===== src/rtl/simon_game_ctrl.sv =====
// Simon memory-game sequencer.
// An 8-bit LFSR picks each new step, and the controller plays the sequence back on
// four LEDs. It then checks the player's presses one step at a time and extends the
// sequence after each completed round. The game ends in WIN when MAX_LEN steps have
// been repeated, and in LOSE on a wrong press or a timeout.
//
// state          | meaning
// ---------------+---------------------------------------------------------------
// S_IDLE         | after reset, waiting for start; LEDs dark
// S_ADD_STEP     | one cycle: append a random step, restart playback at step 0
// S_PLAY_ON      | show step idx for ON_CYCLES cycles
// S_PLAY_OFF     | dark gap of OFF_CYCLES cycles between playback steps
// S_WAIT_INPUT   | wait for the press of step idx, with a TIMEOUT_CYCLES limit
// S_WAIT_RELEASE | correct press held; echo it on the LEDs until release
// S_LOSE         | wrong press or timeout; display_loss high, score frozen
// S_WIN          | MAX_LEN rounds completed; all LEDs lit
module simon_game_ctrl #(
   parameter int         ON_CYCLES      = 25_000_000,
   parameter int         OFF_CYCLES     = 12_500_000,
   parameter int         TIMEOUT_CYCLES = 250_000_000,
   parameter int         MAX_LEN        = 9,
   parameter logic [7:0] SEED           = 8'hA5
) (
   input  logic       clk,
   input  logic       rst,
   input  logic       start,
   input  logic [3:0] user_input,
   output logic [3:0] seq_led,
   output logic       display_loss,
   output logic [3:0] score
);

   localparam int MAX_ON_OFF = (ON_CYCLES > OFF_CYCLES) ? ON_CYCLES : OFF_CYCLES;
   localparam int MAX_CYC    = (MAX_ON_OFF > TIMEOUT_CYCLES) ? MAX_ON_OFF : TIMEOUT_CYCLES;
   localparam int CW         = $clog2(MAX_CYC + 1);

   // Timers count down from N-1 to 0, so the terminal count marks the last cycle of N.
   localparam logic [CW-1:0] ON_LOAD   = CW'(ON_CYCLES - 1);
   localparam logic [CW-1:0] OFF_LOAD  = CW'(OFF_CYCLES - 1);
   localparam logic [CW-1:0] TO_LOAD   = CW'(TIMEOUT_CYCLES - 1);
   localparam logic [3:0]    MAX_LEN_L = 4'(MAX_LEN);

   typedef enum logic [2:0] {
      S_IDLE,
      S_ADD_STEP,
      S_PLAY_ON,
      S_PLAY_OFF,
      S_WAIT_INPUT,
      S_WAIT_RELEASE,
      S_LOSE,
      S_WIN
   } state_t;

   state_t        r_state;
   logic [7:0]    r_lfsr;
   logic [1:0]    r_mem [16];
   logic [3:0]    r_len;
   logic [3:0]    r_idx;
   logic [CW-1:0] r_cnt;
   logic [3:0]    r_prev_in;
   logic [3:0]    r_seq_led;
   logic          r_display_loss;
   logic [3:0]    r_score;

   logic          w_lfsr_fb;
   logic [3:0]    w_idx_inc;
   logic          w_more_steps;
   logic [1:0]    w_first_code;
   logic [3:0]    w_cur_pat;
   logic [3:0]    w_next_pat;
   logic          w_press;
   logic          w_released;
   logic          w_cnt_done;

   assign w_lfsr_fb    = r_lfsr[7] ^ r_lfsr[5] ^ r_lfsr[4] ^ r_lfsr[3];
   assign w_idx_inc    = r_idx + 4'd1;
   assign w_more_steps = (w_idx_inc < r_len);
   // In ADD_STEP of the first round, entry 0 is written on this same edge, so the LFSR
   // bits are shown directly instead of the stale array entry.
   assign w_first_code = (r_len == 4'd0) ? r_lfsr[1:0] : r_mem[0];
   assign w_cur_pat    = 4'b0001 << r_mem[r_idx];
   assign w_next_pat   = 4'b0001 << r_mem[w_idx_inc];
   assign w_press      = (user_input != 4'd0) && (r_prev_in == 4'd0);
   assign w_released   = (user_input == 4'd0);
   assign w_cnt_done   = (r_cnt == '0);

   assign seq_led      = r_seq_led;
   assign display_loss = r_display_loss;
   assign score        = r_score;

   // Step array: written only in ADD_STEP and not reset, because every entry is
   // rewritten before it is played.
   always_ff @(posedge clk) begin
      if (!rst && (r_state == S_ADD_STEP)) begin
         r_mem[r_len] <= r_lfsr[1:0];
      end
   end

   // Game FSM with its timers, LFSR, input-edge register and registered outputs.
   always_ff @(posedge clk) begin
      if (rst) begin
         r_state        <= S_IDLE;
         r_lfsr         <= SEED;
         r_len          <= 4'd0;
         r_idx          <= 4'd0;
         r_cnt          <= '0;
         r_prev_in      <= 4'd0;
         r_seq_led      <= 4'd0;
         r_display_loss <= 1'b0;
         r_score        <= 4'd0;
      end else begin
         r_lfsr    <= {r_lfsr[6:0], w_lfsr_fb};
         r_prev_in <= user_input;

         case (r_state)
            S_IDLE, S_LOSE, S_WIN: begin
               if (start) begin
                  r_state        <= S_ADD_STEP;
                  r_len          <= 4'd0;
                  r_score        <= 4'd0;
                  r_display_loss <= 1'b0;
                  r_seq_led      <= 4'd0;
               end
            end

            S_ADD_STEP: begin
               if (r_len < MAX_LEN_L) begin
                  r_len <= r_len + 4'd1;
               end
               r_idx     <= 4'd0;
               r_cnt     <= ON_LOAD;
               r_seq_led <= 4'b0001 << w_first_code;
               r_state   <= S_PLAY_ON;
            end

            S_PLAY_ON: begin
               if (w_cnt_done) begin
                  r_cnt     <= OFF_LOAD;
                  r_seq_led <= 4'd0;
                  r_state   <= S_PLAY_OFF;
               end else begin
                  r_cnt <= r_cnt - 1'b1;
               end
            end

            S_PLAY_OFF: begin
               if (w_cnt_done) begin
                  if (w_more_steps) begin
                     r_idx     <= w_idx_inc;
                     r_cnt     <= ON_LOAD;
                     r_seq_led <= w_next_pat;
                     r_state   <= S_PLAY_ON;
                  end else begin
                     r_idx   <= 4'd0;
                     r_cnt   <= TO_LOAD;
                     r_state <= S_WAIT_INPUT;
                  end
               end else begin
                  r_cnt <= r_cnt - 1'b1;
               end
            end

            S_WAIT_INPUT: begin
               if (w_press) begin
                  if (user_input == w_cur_pat) begin
                     r_seq_led <= user_input;
                     r_state   <= S_WAIT_RELEASE;
                  end else begin
                     r_display_loss <= 1'b1;
                     r_seq_led      <= 4'd0;
                     r_state        <= S_LOSE;
                  end
               end else if (w_cnt_done) begin
                  r_display_loss <= 1'b1;
                  r_seq_led      <= 4'd0;
                  r_state        <= S_LOSE;
               end else begin
                  r_cnt <= r_cnt - 1'b1;
               end
            end

            S_WAIT_RELEASE: begin
               if (w_released) begin
                  r_seq_led <= 4'd0;
                  if (w_more_steps) begin
                     r_idx   <= w_idx_inc;
                     r_cnt   <= TO_LOAD;
                     r_state <= S_WAIT_INPUT;
                  end else begin
                     if (r_score < MAX_LEN_L) begin
                        r_score <= r_score + 4'd1;
                     end
                     if (r_len >= MAX_LEN_L) begin
                        r_seq_led <= 4'b1111;
                        r_state   <= S_WIN;
                     end else begin
                        r_state <= S_ADD_STEP;
                     end
                  end
               end
            end

            default: begin
               r_state <= S_IDLE;
            end
         endcase
      end
   end

endmodule

===== config.mk =====
export PLATFORM = sky130hd
export DESIGN_NAME = simon_game_ctrl
export DESIGN_NICKNAME = d
export VERILOG_FILES = /design/src/rtl/simon_game_ctrl.sv
export SDC_FILE = /design/constraint.sdc
export NUM_CORES = 1
export LEC_CHECK = 0
export BUFFER_PORTS_ARGS = -buffer_cell sky130_fd_sc_hd__buf_4
export CAP_MARGIN = 20
export CORE_AREA = 4 4 112 114
export CTS_CLUSTER_DIAMETER = 30
export DETAILED_ROUTE_END_ITERATION = 16
export DIE_AREA = 0 0 116 118
export PLACE_DENSITY = 0.69
export SYNTH_ARGS = -nofsm -noshare
export SYNTH_HDL_FRONTEND = slang
export SYNTH_SLANG_ARGS = --single-unit

===== constraint.sdc =====
create_clock -name clk -period 2.9 [get_ports clk]
set_clock_uncertainty 0.05 [all_clocks]
set_input_delay 0.435 -clock clk [delete_from_list [all_inputs] [get_ports clk]]
set_output_delay 0.435 -clock clk [all_outputs]
set_load 0.005 [all_outputs]

==> results by group <==
Floorplanning
  • Die width: 116 um
  • Number of placement rows: 39
  • Die Ht: 118 um
  • Core footprint: 11420 um^2
  • I/O Pins: 16
  • Die area: 13690 um^2
  • Initial core utilization: 0.4595

Route
  • Antenna viol nets, final: 0
  • Drt pass-1 iters: 5
  • DRT Wirelength: 13330 um
  • Initial drt markers: 383
  • Top Metal Used: met4
  • Post-DR wirelength/cell: 17.87 um
  • Via count: 4508
  • Routed wl met3: 547 um
  • M1 wire length: 5489 um
  • DR DRC count: 0
  • Number of vias per cell: 6.043
  • Met2 wire len: 6989 um

Placed design
  • Final HPWL DP: 9656 um
  • Pre-CTS worst setup slack: -0.007557 ns
  • Cells after DPL: 729
  • Port Buf Inserts: 15
  • Final GP Congestion: 0.9171

Timing
  • Maximum clock rate: 0.3556 GHz
  • Fin crit period: 2.812 ns
  • Setup TNS: 0 ns
  • Slew @ Worst Pin: 0.6493 ns
  • Hold slack: 0.3135 ns
  • Final hold violation count: 0
  • Final-report setup violation count: 0
  • Slew Viols, Final: 0
  • Final worst setup slack: 0.08789 ns
  • Final Cycle Share: 0.9697
  • Slew margin rel.: 0.5667

Global routing
  • Grt total ovfl: 0
  • Antenna violations before repair: 0
  • Vias in the first global route: 4454
  • GRT Resource Usage Total: 0.2003
  • First-pass GRT wire length: 22000 um
  • Largest net degree at the start of global routing: 59

CTS
  • Num CTS Buffers: 9
  • Clk Latency, worst-skew pair: 0.35 ns
  • Clk sink count: 96
  • Clock Tree Buf Depth: 2
  • Clock slew at reported path FFs: 0.07 ns
  • Hold_buf cts: 0
  • CTS tree: done
  • Root buf cell: clkbuf_16
  • CTS H-Tree Depth: 3

Final layout
  • Fill count: 1054
  • Area grow syn2layout: 16.12%
  • Non-filler instance count after layout: 746
  • Share of layout cells above drive strength 1: 0.1924
  • Register area: 2246 um^2
  • Ant diodes: 0
  • Multi-input logic area: 2919 um^2
  • Nets: 617

Power and ir drop
  • Reported leakage power: 2.132 nW
  • PwrDens: 825.9 nW/um^2
  • Max IR drop VDD: 0.7304 mV

Synth
  • Most used DFF post-synth: dfxtp_1
  • Synth area leader: dfxtp_1
  • Syn avg cell area: 9.335 um^2
  • Most common cell in the netlist: nor2_1
  • Yosys top cell area share: 0.2442
  • Synth area leaders: dfxtp_1 (24%), edfxtp_1 (18%), nor2_1 (5.2%)
  • Most instantiated cells after synthesis: nor2_1 (72), dfxtp_1 (64), a21oi_1 (44)
  • Post-synthesis async set-or-reset flop share: 0
  • Distinct cells, synth: 64
  • Synth Cell Area: 5246 um^2
  • Sequential share of the synthesized area: 0.4274
  • Flops & latches, synth: 96
  • Post-synthesis cell count: 562
  • Number of synthesized flops with an enable pin: 32
  • Total number of yosys warnings: 0
  • Syn_nets: 581

Critical path
  • Worst Path Required: 3.12 ns
  • Setup crit start kind: flop
  • Crit Path Category: reg2reg
  • Crit path max fanout: 7
  • Worst EP arrival: 3.03 ns
  • Worst setup EP type: flop

Status
  • Status: finished clean

Flow run
  • Max Cap Viol: 0

Worst hold path
  • Worst min path class: in2reg
==> flip-flops by register name (all words and copies together), names as in the netlist, named ones only <==
register / count
r_state: 3
r_idx: 4
r_lfsr: 8
seq_led: 4
display_loss: 1
r_prev_in: 4
score: 4
r_len: 4
r_mem: 32
r_cnt: 28
==> layout by cell type (no fill, tap or decap), types with 4 or more instances in the layout <==
cell,n
a31oi_1,5
a21oi_1,41
o21ai_1,8
xnor2_1,4
a21o_1,6
a221oi_1,4
dfxtp_1,61
buf_4,53
a211oi_1,7
inv_1,15
nor3b_1,7
ha_1,10
nand3_1,16
o211ai_1,4
mux2i_1,10
or2_2,7
mux4_2,12
nor4_1,11
xor2_1,5
clkbuf_16,9
o21ai_0,28
or3_1,4
and2_1,4
nor3_1,25
nor2b_1,9
and3_1,4
nand2_1,37
or4_1,5
mux4_1,5
nand2b_1,11
a311oi_1,5
edfxtp_1,32
nor2_1,71
==> area by class of cell <==
cell class | count | share of cell area
Clock buffer | 11 | 0.03820
Multi-Input combinational cell | 422 | 0.4792
Clock inverter | 5 | 0.006778
Tap cell | 143 | 0.02937
Sequential cell | 96 | 0.3687
Timing Repair Buffer | 54 | 0.06860
Inverter | 15 | 0.009242
==> stage by stage <==
| step | util | area (um^2) | total power [mW] |
|---|---|---|---|
| 2_1_floorplan | - | 5246 | 3.171 |
| 3_3_place_gp | 0.5005 | 5715 | 3.800 |
| 3_5_place_dp | 0.5005 | 5715 | 3.859 |
| 4_1_cts | 0.5245 | 5989 | 4.979 |
| 5_1_grt | 0.5335 | 6092 | 5.380 |
| 6_report | 0.5335 | 6092 | 5.031 |
==> report_power, final <==
part           internal, mW  switching, mW  leakage (nW)
Combinational         0.863           1.21          1.19
Clock                 0.590          0.534         0.127
Sequential             1.58          0.253         0.814
Total                  3.04           1.99          2.13
==> what timing repair did <==
| action | CTS | global route |
|---|---|---|
| setup buffers | 0 | 1 |
| pin swaps | 0 | 2 |
| endpoints found under the setup margin | 2 | 44 |
| resized for setup | 1 | 24 |
==> worst paths after layout <==
| check | startpoint | endpoint | slack, ns | cells after the start |
|---|---|---|---|---|
| hold reg to reg | r_lfsr[6] | r_lfsr[7] | 0.36 | 1 |
| setup reg to reg | r_idx[0] | r_idx[2] | 0.09 | 10 |
| hold / removal | user_input[3] | r_prev_in[3] | 0.31 | 2 |
| setup / recovery | r_idx[0] | r_idx[2] | 0.09 | 10 |
==> routing by layer <==
layer,vias up,track usage
li1,2174,-
met1,2194,0.2399
met2,114,0.3525
met3,26,0.03805
met4,0,0.07107
met5,-,0
==> kinds of logic after synthesis <==
kind of cell,Yosys count,synth area share
and+or+nand+nor,229,0.2199
buffers and inverters,44,0.03363
adders and majority gates,12,0.02862
xor gates and xnor gates,10,0.01669
AOI/OAI and AO/OA,142,0.1739
DFF,96,0.4274
muxes,29,0.09993
==> worst max-delay path, stage by stage (launching register included) <==
cell     delay (ns)
dfxtp_2        0.39
nand3_1        0.10
xnor2_1        0.18
ha_2           0.23
or3_4          0.39
o221a_4        0.29
buf_4          0.17
nor3_1         0.14
o31ai_1        0.12
or4_4          0.52
a21oi_2        0.17
No activity file was read; power rests on OpenSTA's default activity.
